`src/rtl/reg_file_pkg.sv`:
```
// Shared types and constants for the multi-port register file.
package reg_file_pkg;

  localparam int DATA_W_DEF = 32;
  localparam int ADDR_W_DEF = 5;

  // Wide enough for any practical DATA_W; callers truncate to their width.
  localparam int RST_VAL_W = 64;

  typedef enum logic {
    ST_IDLE  = 1'b0,
    ST_CLEAR = 1'b1
  } clr_state_e;

  // Each register powers up holding its own index, which makes
  // address-decode faults visible on the very first reads.
  function automatic logic [RST_VAL_W-1:0] reset_val(input int idx);
    return RST_VAL_W'(idx);
  endfunction

endpackage

```
`src/rtl/reg_file_mp_if.sv`:
```
// Bus between decode/writeback (master) and the register file (slave).
//
// Handshake: there is no valid/ready pair and no backpressure. rd_en and
// wr_en qualify their address/data for exactly the cycle they are high and
// are consumed at that rising edge. While busy is high, writes are discarded
// and reported by a one-cycle wr_drop pulse on the following cycle; reads
// are always accepted. clr_req is only acted upon while the clear FSM idles.
interface reg_file_mp_if
  import reg_file_pkg::*;
#(
  parameter int DATA_W = DATA_W_DEF,
  parameter int ADDR_W = ADDR_W_DEF
);

  logic              rd_en;
  logic [ADDR_W-1:0] rd_addr_a;
  logic [ADDR_W-1:0] rd_addr_b;
  logic [DATA_W-1:0] rd_data_a;
  logic [DATA_W-1:0] rd_data_b;
  logic              wr_en;
  logic [ADDR_W-1:0] wr_addr;
  logic [DATA_W-1:0] wr_data;
  logic              clr_req;
  logic              busy;
  logic              wr_drop;
  clr_state_e        clr_state;   // debug view of the clear FSM

  modport master (
    output rd_en, rd_addr_a, rd_addr_b, wr_en, wr_addr, wr_data, clr_req,
    input  rd_data_a, rd_data_b, busy, wr_drop, clr_state
  );

  modport slave (
    input  rd_en, rd_addr_a, rd_addr_b, wr_en, wr_addr, wr_data, clr_req,
    output rd_data_a, rd_data_b, busy, wr_drop, clr_state
  );

endinterface

```
`src/rtl/reg_file_clr_seq.sv`:
```
// Bulk-clear sequencer: sweeps every index once, one per cycle, and flags
// writes that arrive while the sweep is running.
module reg_file_clr_seq
  import reg_file_pkg::*;
#(
  parameter int ADDR_W = ADDR_W_DEF
) (
  input  logic              clk,
  input  logic              rst_n,
  input  logic              clr_req,
  input  logic              wr_en,
  output logic              busy,
  output logic              wr_drop,
  output logic              clr_we,
  output logic [ADDR_W-1:0] clr_addr,
  output clr_state_e        state
);

  clr_state_e        state_q, state_d;
  logic [ADDR_W-1:0] cnt_q, cnt_d;
  logic              wr_drop_q;

  // State, sweep counter and drop flag registers.
  always_ff @(posedge clk or negedge rst_n) begin
    if (!rst_n) begin
      state_q   <= ST_IDLE;
      cnt_q     <= '0;
      wr_drop_q <= 1'b0;
    end else begin
      state_q   <= state_d;
      cnt_q     <= cnt_d;
      wr_drop_q <= wr_en && (state_q == ST_CLEAR);
    end
  end

  // Next state and clear strobe; the all-ones count is the last index.
  always_comb begin
    state_d = state_q;
    cnt_d   = cnt_q;
    clr_we  = 1'b0;
    case (state_q)
      ST_IDLE: begin
        if (clr_req) begin
          state_d = ST_CLEAR;
          cnt_d   = '0;
        end
      end
      ST_CLEAR: begin
        clr_we = 1'b1;
        cnt_d  = cnt_q + ADDR_W'(1);
        if (cnt_q == '1) state_d = ST_IDLE;
      end
      default: state_d = ST_IDLE;
    endcase
  end

  assign busy     = (state_q == ST_CLEAR);
  assign wr_drop  = wr_drop_q;
  assign clr_addr = cnt_q;
  assign state    = state_q;

endmodule

```
`src/rtl/reg_file_mp.sv`:
```
// Two-read / one-write register file with optional zero register,
// optional write/clear forwarding and a background bulk clear.
module reg_file_mp
  import reg_file_pkg::*;
#(
  parameter int DATA_W   = DATA_W_DEF,
  parameter int ADDR_W   = ADDR_W_DEF,
  parameter int ZERO_REG = 1,
  parameter int BYPASS   = 1
) (
  input  logic          clk,
  input  logic          rst_n,
  reg_file_mp_if.slave  bus
);

  localparam int DEPTH = 2 ** ADDR_W;

  logic [DATA_W-1:0] mem [DEPTH];
  logic              busy;
  logic              clr_we;
  logic [ADDR_W-1:0] clr_addr;
  logic              wr_eff;

  reg_file_clr_seq #(.ADDR_W(ADDR_W)) u_clr_seq (
    .clk      (clk),
    .rst_n    (rst_n),
    .clr_req  (bus.clr_req),
    .wr_en    (bus.wr_en),
    .busy     (busy),
    .wr_drop  (bus.wr_drop),
    .clr_we   (clr_we),
    .clr_addr (clr_addr),
    .state    (bus.clr_state)
  );

  assign bus.busy = busy;

  // A write only lands while idle and never into the hardwired zero entry.
  assign wr_eff = bus.wr_en && !busy &&
                  !((ZERO_REG != 0) && (bus.wr_addr == '0));

  // Storage; clear and normal writes are mutually exclusive by FSM state.
  always_ff @(posedge clk or negedge rst_n) begin
    if (!rst_n) begin
      for (int i = 0; i < DEPTH; i++) mem[i] <= DATA_W'(reset_val(i));
    end else if (clr_we) begin
      mem[clr_addr] <= '0;
    end else if (wr_eff) begin
      mem[bus.wr_addr] <= bus.wr_data;
    end
  end

  for (genvar p = 0; p < 2; p++) begin : g_port
    logic [ADDR_W-1:0] addr;
    logic [DATA_W-1:0] nxt;
    logic [DATA_W-1:0] q;

    assign addr = (p == 0) ? bus.rd_addr_a : bus.rd_addr_b;

    // Read value selection: zero reg, then write forward, then clear forward.
    always_comb begin
      nxt = mem[addr];
      if ((ZERO_REG != 0) && (addr == '0)) begin
        nxt = '0;
      end else if ((BYPASS != 0) && wr_eff && (bus.wr_addr == addr)) begin
        nxt = bus.wr_data;
      end else if ((BYPASS != 0) && clr_we && (clr_addr == addr)) begin
        nxt = '0;
      end
    end

    // Registered read data, held while rd_en is low.
    always_ff @(posedge clk or negedge rst_n) begin
      if (!rst_n) q <= '0;
      else if (bus.rd_en) q <= nxt;
    end
  end

  assign bus.rd_data_a = g_port[0].q;
  assign bus.rd_data_b = g_port[1].q;

endmodule

```
`src/flat_wrapper.sv`:
```
// flat-port wrapper written by rule: the top's interface ports become plain ports
module reg_file_mp_flat import reg_file_pkg::*;
#(
  parameter int DATA_W   = DATA_W_DEF,
  parameter int ADDR_W   = ADDR_W_DEF,
  parameter int ZERO_REG = 1,
  parameter int BYPASS   = 1
)
  (clk, rst_n, bus_rd_en, bus_rd_addr_a, bus_rd_addr_b, bus_wr_en, bus_wr_addr, bus_wr_data, bus_clr_req, bus_rd_data_a, bus_rd_data_b, bus_busy, bus_wr_drop, bus_clr_state);
  reg_file_mp_if #(.DATA_W(DATA_W), .ADDR_W(ADDR_W)) bus_i ();
  input  logic clk;
  input  logic rst_n;
  input wire logic [$bits(bus_i.rd_en)-1:0] bus_rd_en;
  input wire logic [$bits(bus_i.rd_addr_a)-1:0] bus_rd_addr_a;
  input wire logic [$bits(bus_i.rd_addr_b)-1:0] bus_rd_addr_b;
  input wire logic [$bits(bus_i.wr_en)-1:0] bus_wr_en;
  input wire logic [$bits(bus_i.wr_addr)-1:0] bus_wr_addr;
  input wire logic [$bits(bus_i.wr_data)-1:0] bus_wr_data;
  input wire logic [$bits(bus_i.clr_req)-1:0] bus_clr_req;
  output wire logic [$bits(bus_i.rd_data_a)-1:0] bus_rd_data_a;
  output wire logic [$bits(bus_i.rd_data_b)-1:0] bus_rd_data_b;
  output wire logic [$bits(bus_i.busy)-1:0] bus_busy;
  output wire logic [$bits(bus_i.wr_drop)-1:0] bus_wr_drop;
  output wire logic [$bits(bus_i.clr_state)-1:0] bus_clr_state;
  assign bus_i.rd_en = bus_rd_en;
  assign bus_i.rd_addr_a = bus_rd_addr_a;
  assign bus_i.rd_addr_b = bus_rd_addr_b;
  assign bus_i.wr_en = bus_wr_en;
  assign bus_i.wr_addr = bus_wr_addr;
  assign bus_i.wr_data = bus_wr_data;
  assign bus_i.clr_req = bus_clr_req;
  assign bus_rd_data_a = bus_i.rd_data_a;
  assign bus_rd_data_b = bus_i.rd_data_b;
  assign bus_busy = bus_i.busy;
  assign bus_wr_drop = bus_i.wr_drop;
  assign bus_clr_state = bus_i.clr_state;
  reg_file_mp #(.DATA_W(DATA_W), .ADDR_W(ADDR_W), .ZERO_REG(ZERO_REG), .BYPASS(BYPASS)) u_core (.clk(clk), .rst_n(rst_n), .bus(bus_i));
endmodule
```
`config.mk`:
```
export PLATFORM = sky130hd
export DESIGN_NAME = reg_file_mp_flat
export DESIGN_NICKNAME = d
export VERILOG_FILES = /design/src/rtl/reg_file_pkg.sv /design/src/rtl/reg_file_mp_if.sv /design/src/rtl/reg_file_clr_seq.sv /design/src/rtl/reg_file_mp.sv /design/src/flat_wrapper.sv
export SDC_FILE = /design/constraint.sdc
export NUM_CORES = 2
export LEC_CHECK = 0
export BUFFER_PORTS_ARGS = -buffer_cell sky130_fd_sc_hd__buf_2
export CAP_MARGIN = 10
export CORE_MARGIN = 1
export CORE_UTILIZATION = 40
export CTS_CLUSTER_SIZE = 16
export DETAILED_ROUTE_END_ITERATION = 10
export PLACE_DENSITY = 0.56
export RECOVER_POWER = 25
export SLEW_MARGIN = 5
export SYNTH_ARGS = -nofsm -noshare
export SYNTH_HDL_FRONTEND = slang
export SYNTH_SLANG_ARGS = --single-unit
export TNS_END_PERCENT = 30
```
`constraint.sdc`:
```
create_clock -name clk -period 2 [get_ports clk]
set_input_delay 0.1 -clock clk [delete_from_list [all_inputs] [get_ports clk]]
set_output_delay 0.1 -clock clk [all_outputs]
set_load 0.03 [all_outputs]
```
Word-level counts from Yosys, hierarchy flattened
Index checks and enable logic that the tools add are counted.
Cells by class
  add/subtract/negate cells: 1
  magnitude comparators: 6
  eq/ne operators: 6
  multiplexer cells: 25
  bitwise gates (word level): 7
  reduce and logical (&&, ||, !) cells: 15
Operators by type and width (number)
  1024-bit two-way mux: 2
  1024-bit AND: 1
  1024-bit bitwise mux: 1
  1024-bit inverter: 1
  32-bit two-way mux: 12
  32-bit binary-select mux with 5-bit select: 2
  32-bit demux with 5-bit select: 2
  6-bit greater-or-equal comparator, second input constant: 4
  5-bit inverter with 6-bit output: 4
  5-bit equality test: 4
  5-bit zero test: 3
  6-bit by 1-bit less-than comparator with 1-bit output, second input constant: 2
  5-bit one-hot mux with 2 select lines: 1
  1-bit logical AND: 9
  5-bit by 1-bit adder with 5-bit output, second input constant: 1
  5-bit equality test, second input constant: 1
  5-bit two-way mux: 1
  1-bit two-way mux: 3
  1-bit zero test: 2
  2-bit inequality test, second input constant: 1
  1-bit one-hot mux with 2 select lines: 1
  2-bit nonzero test: 1
  1-bit inverter: 1
Storage, ports and cells
  bits in registers: 1095
  input bits: 52
  output and inout port bits: 67
  logic and storage cells: 97

Longest topological paths before layout
  depth in word-level cells: 8
  mapped depth: 9

Modules after synthesis
From an unflattened synthesis, not the netlist that was laid out.
Unflattened totals
  cells, all modules: 4102
  area, all modules: 56331.5 µm²
Modules (own cells, without submodules)
  reg_file_mp: instances 1, cells an instance 4076, area an instance 55993.7 µm²
  reg_file_clr_seq: instances 1, cells an instance 26, area an instance 337.8 µm²

Worst setup path after synthesis
No wires, ideal clock.
  path type: register to register
  start point: register u_core.u_clr_seq.state_q (netlist: u_core.u_clr_seq.busy)
  end point: register u_core.mem[418] (netlist name)
  setup time: 0.121 ns
  arrival time: 1.900 ns
  setup slack: -0.021 ns
  cell stages (with the launch flop): 7
  cell sequence: dfrtp_1 -> nand2b_1 -> or3_1 -> nor2_1 -> a21oi_1 -> clkbuf_1 -> a22o_1
Between the ends
  word-level cells in the longest chain between the ends: 4
  elaborated cells between the ends (all ways): 6
RTL lines
  start: declaration: line reg_file_clr_seq.sv:19  | clr_state_e state_q, state_d;
  start signal: assignment: line reg_file_clr_seq.sv:30  | state_q <= state_d;
  1-bit zero test: line reg_file_mp.sv:39  | assign wr_eff = bus.wr_en && !busy &&
  1-bit logical AND (2 in series): line reg_file_mp.sv:39
  2-bit nonzero test (no line)
  end signal: indexed assignment: line reg_file_mp.sv:49  | mem[bus.wr_addr] <= bus.wr_data;
  end: declaration: line reg_file_mp.sv:18  | logic [DATA_W-1:0] mem [DEPTH];
Parallel ways exist; a longest one is shown, timed or not.
A chain may end at the register's enable or synchronous reset.

Worst setup path in the final report
  start point: register u_core.u_clr_seq.state_q (netlist: u_core.u_clr_seq.busy)
  end point: register u_core.g_port[1].q[13] (netlist: u_core.bus.rd_data_b[13])
Between the ends
  word-level cells in the longest chain between the ends: 6
  elaborated cells between the ends (all ways): 9
RTL lines
  1-bit zero test: line reg_file_mp.sv:39
  1-bit logical AND (2 in series): line reg_file_mp.sv:39
  1-bit logical AND: line reg_file_mp.sv:65  | end else if ((BYPASS != 0) && wr_eff && (bus.wr_addr == addr)) begin
  32-bit two-way mux (*): line reg_file_mp.sv:65
  32-bit two-way mux (*): line reg_file_mp.sv:63  | if ((ZERO_REG != 0) && (addr == '0)) begin
  end signal: assignment: line reg_file_mp.sv:75  | else if (bus.rd_en) q <= nxt;
  end: declaration: line reg_file_mp.sv:56  | logic [DATA_W-1:0] q;
Mark *: on every way between the ends. The rest lies on a longest branch, timed or not.

==> results.ini <==
[floorplan]
coreArea_sq_um = 140000
num_io_pins = 119
die_x_um = 378
dieHeight_um = 378
initial_core_util = 0.404
num_rows = 137
fp.dieArea_sq_um = 143000

[clocking]
cts_tree = built
h-tree-depth = 3
cts_buffer_depth = 3
path_clk_slew_ns = 0.07
clockRootBuffer = clkbuf_16
cts_inserted_buffers = 120
insertion_delay_ns = 0.77
cts_sinks = 1095

[worst_setup_path]
cp_slowest_cell = dfrtp_2
worstPathMaxFanout = 7
end_kind = register
r2r_setup_slack_ns = -0.07
crit_family = buffers and inverters
arrival_ns = 2.74
startpoint_type = register
critPathRequiredTime_ns = 2.67
timing.rr.start = u_core.u_clr_seq.busy$_DFF_PN0_
slowest_delay_ns = 0.42
setup.worst_path.start = u_core.u_clr_seq.busy$_DFF_PN0_
critPathKind = register to register
cp_cell_sequence = nand2b_4 > buf_6 > nor4_4 > buf_4 > buf_4 > a21boi_4 > nand3_1 > buf_12 > o211ai_1
cp.buffers_inverters = 4
cpMostUsedCell = buf_4

[drt]
avgViaCountPerCell = 6.73
first_pass_iters = 6
num_vias = 43176
dr.first_iter.drc_count = 4944
drcViolationCount = 0
finalWirelength_mm = 215
wire_per_inst_um = 33.5
postRouteAntennaNets = 0

[logic_synthesis]
synthSimpleGateAreaFrac = 0.0226
synth.area.mux_share = 0.243
synthAdderAreaFrac = 0.00111
syn_area_sq_um = 56400
yosys_warnings = 0
synth_fp_nets = 4176
syn_avg_cell_area_sq_um = 13.7
async_reset_ff_frac = 1.00
ys.flop_type = dfrtp_1
synth_area_leaders = dfrtp_1 (45%), mux4_2 (18%), a22o_1 (15%)
synth_compound_area_frac = 0.199
synth_common_cells = dfrtp_1 (1015), a22o_1 (992), mux4_2 (446), clkbuf_1 (380), mux2_2 (321)
synth-seq-cells = 1095
syn_inst = 4119
synthXorXnorAreaFrac = 0.00342
synth_edf_count = 0
synth_top_family_by_area = multiplexers
yosysTopAreaCell = dfrtp_1
synth_top_area_frac = 0.450
synth.distinct_cells = 48
yosysSeqAreaShare = 0.487
yosysMostFrequentCell = dfrtp_1

[run_status]
status = finished with violations
violations = capacitance limit, slew limit, setup timing

[job]
cap_violations = 1

[sta]
fin_hold_ws_ns = 0.0284
slew_viol_final = 18
worst_pin_slew_ns = 1.70
clock_skew_ns = 0.0452
hold_viol_final = 0
fin_crit_sh = 1.04
setup_viol = 30
maxSlewHeadroom = -0.138
max_freq_mhz = 482
period_needed_ns = 2.07
fin_ws_ns = -0.0741
grt_setup_unrepaired = yes

[grt]
grt_pass1_wl_mm = 313
grt_pass1_vias = 43365
track_usage = 0.300
grt_max_degree = 92
antenna_found_initial = 9
overflow = 0

[min_path]
min_path_type = primary input to register
hp-start = bus_wr_data[20]

[final_layout]
drive_above_1_share = 0.414
final_nets = 4491
area_delta_synth_final_pct = 22.3

[pwr]
p_per_area_nw_per_um2 = 912
leakagePower_nw = 30.6
power_mw = 63.0
p_clk_frac = 0.368
p_switching_mw = 19.0
switching_share = 0.302
p_comb_frac = 0.218
power.internal_mw = 44.0
ir_worst_vdd_v = 0.000765
seqPwrFrac = 0.415

[placed_design]
port_buffers = 118
dp_hpwl_mm = 137
gp_congestion = 0.869

[flip-flops by register name (all words and copies together) (netlist names)]
signal	count
u_core.u_clr_seq.clr_addr	5
u_core.mem	1024
u_core.bus.rd_data_b	32
u_core.u_clr_seq.wr_drop	1
u_core.u_clr_seq.busy	1
u_core.bus.rd_data_a	32
[layout by cell type (no fill, tap or decap), types with 26 or more instances in the layout]
master / synthesis / layout
nor2_4: 0 / 28
a22o_1: 992 / 992
mux2_2: 321 / 321
clkbuf_1: 380 / 30
and2_1: 37 / 35
nand3_1: 37 / 28
buf_2: 86 / 109
nor2b_1: 65 / 65
clkinv_2: 0 / 26
dfrtp_1: 1015 / 1011
a21oi_1: 98 / 66
o211ai_1: 34 / 34
clkinv_1: 31 / 31
buf_12: 0 / 164
dlygate4sd3_1: 0 / 27
clkbuf_16: 0 / 125
mux4_2: 446 / 446
buf_4: 4 / 382
a21oi_4: 0 / 31
o22ai_1: 128 / 128
o221ai_2: 0 / 26
clkbuf_8: 0 / 32
o21ai_0: 131 / 128
dfstp_2: 80 / 80
[per-stage QoR]
stage / cells / TNS, ns / util / worst slack, ns / instance area (sq um)
after floorplan: 4119 / -3.31 / - / -0.0208 / 56400
after global placement: 6138 / -36.88 / 0.459 / -0.511 / 64100
after detailed placement: 6138 / -36.24 / 0.459 / -0.527 / 64100
after CTS: 6393 / -0.250 / 0.491 / -0.0310 / 68600
after global routing: 6414 / -2.85 / 0.494 / -0.0906 / 69000
final: 6416 / -0.538 / 0.494 / -0.0741 / 69000
[final timing paths]
path                                                        end  cells after the start
max                        u_core.bus.rd_data_b[13]$_DFFE_PN0P_                      9
min                                  u_core.mem[84]$_DFFE_PN0P_                      2
max reg2reg                u_core.bus.rd_data_b[13]$_DFFE_PN0P_                      9
min reg2reg                        u_core.mem[1021]$_DFFE_PN0P_                      1
max in group asynchronous           u_core.mem[547]$_DFFE_PN1P_                      4
min in group asynchronous           u_core.mem[324]$_DFFE_PN1P_                      2
[cell families (layout without fill, tap and decap cells)]
| logic type | after synthesis | in the layout |
|---|---|---|
| compound gates | 1424 | 1424 |
| xor+xnor | 22 | 22 |
| fa+ha+maj | 5 | 5 |
| buf+inv | 576 | 995 |
| flops | 1095 | 1095 |
| mux | 772 | 772 |
| other cells | 0 | 2 |
| simple gates | 225 | 225 |
[cell type report]
class                   count  area, sq um
diodes                      2         5.00
clock buffers             178         3540
clock inverters            48          543
fillers                 11899        70700
inverters                  35          131
multi-input cells        2448        27400
flip-flops and latches   1095        27500
well taps                1876         2350
repair buffers            734         7520
[repair_timing]
item                       in CTS  in global routing
hold endpoints to repair     1439                 17
cloned                          0                  7
setup buffers                   5                 13
pin swaps                       8                 19
setup endpoints to repair     419                211
gates resized for setup        25                 59
hold buffers                   26                  1
[power groups by stage]
stage | sequential (mW) | combinational, mW | clock [mW]
floorplan | 26.0 | 6.76 | 0
global placement | 26.3 | 13.0 | 0
detailed placement | 26.4 | 13.1 | 0
CTS | 26.0 | 13.3 | 23.4
global route | 26.3 | 14.3 | 24.3
finish | 26.1 | 13.7 | 23.1
[per-layer routing]
| layer | global-route usage | wire length (um) |
|---|---|---|
| met3 | 0.0756 | 21800 |
| met2 | 0.445 | 95800 |
| met4 | 0.0986 | 7130 |
| met5 | 0 | 37 |
| met1 | 0.427 | 90000 |
No activity file was read; power rests on OpenSTA's default activity.
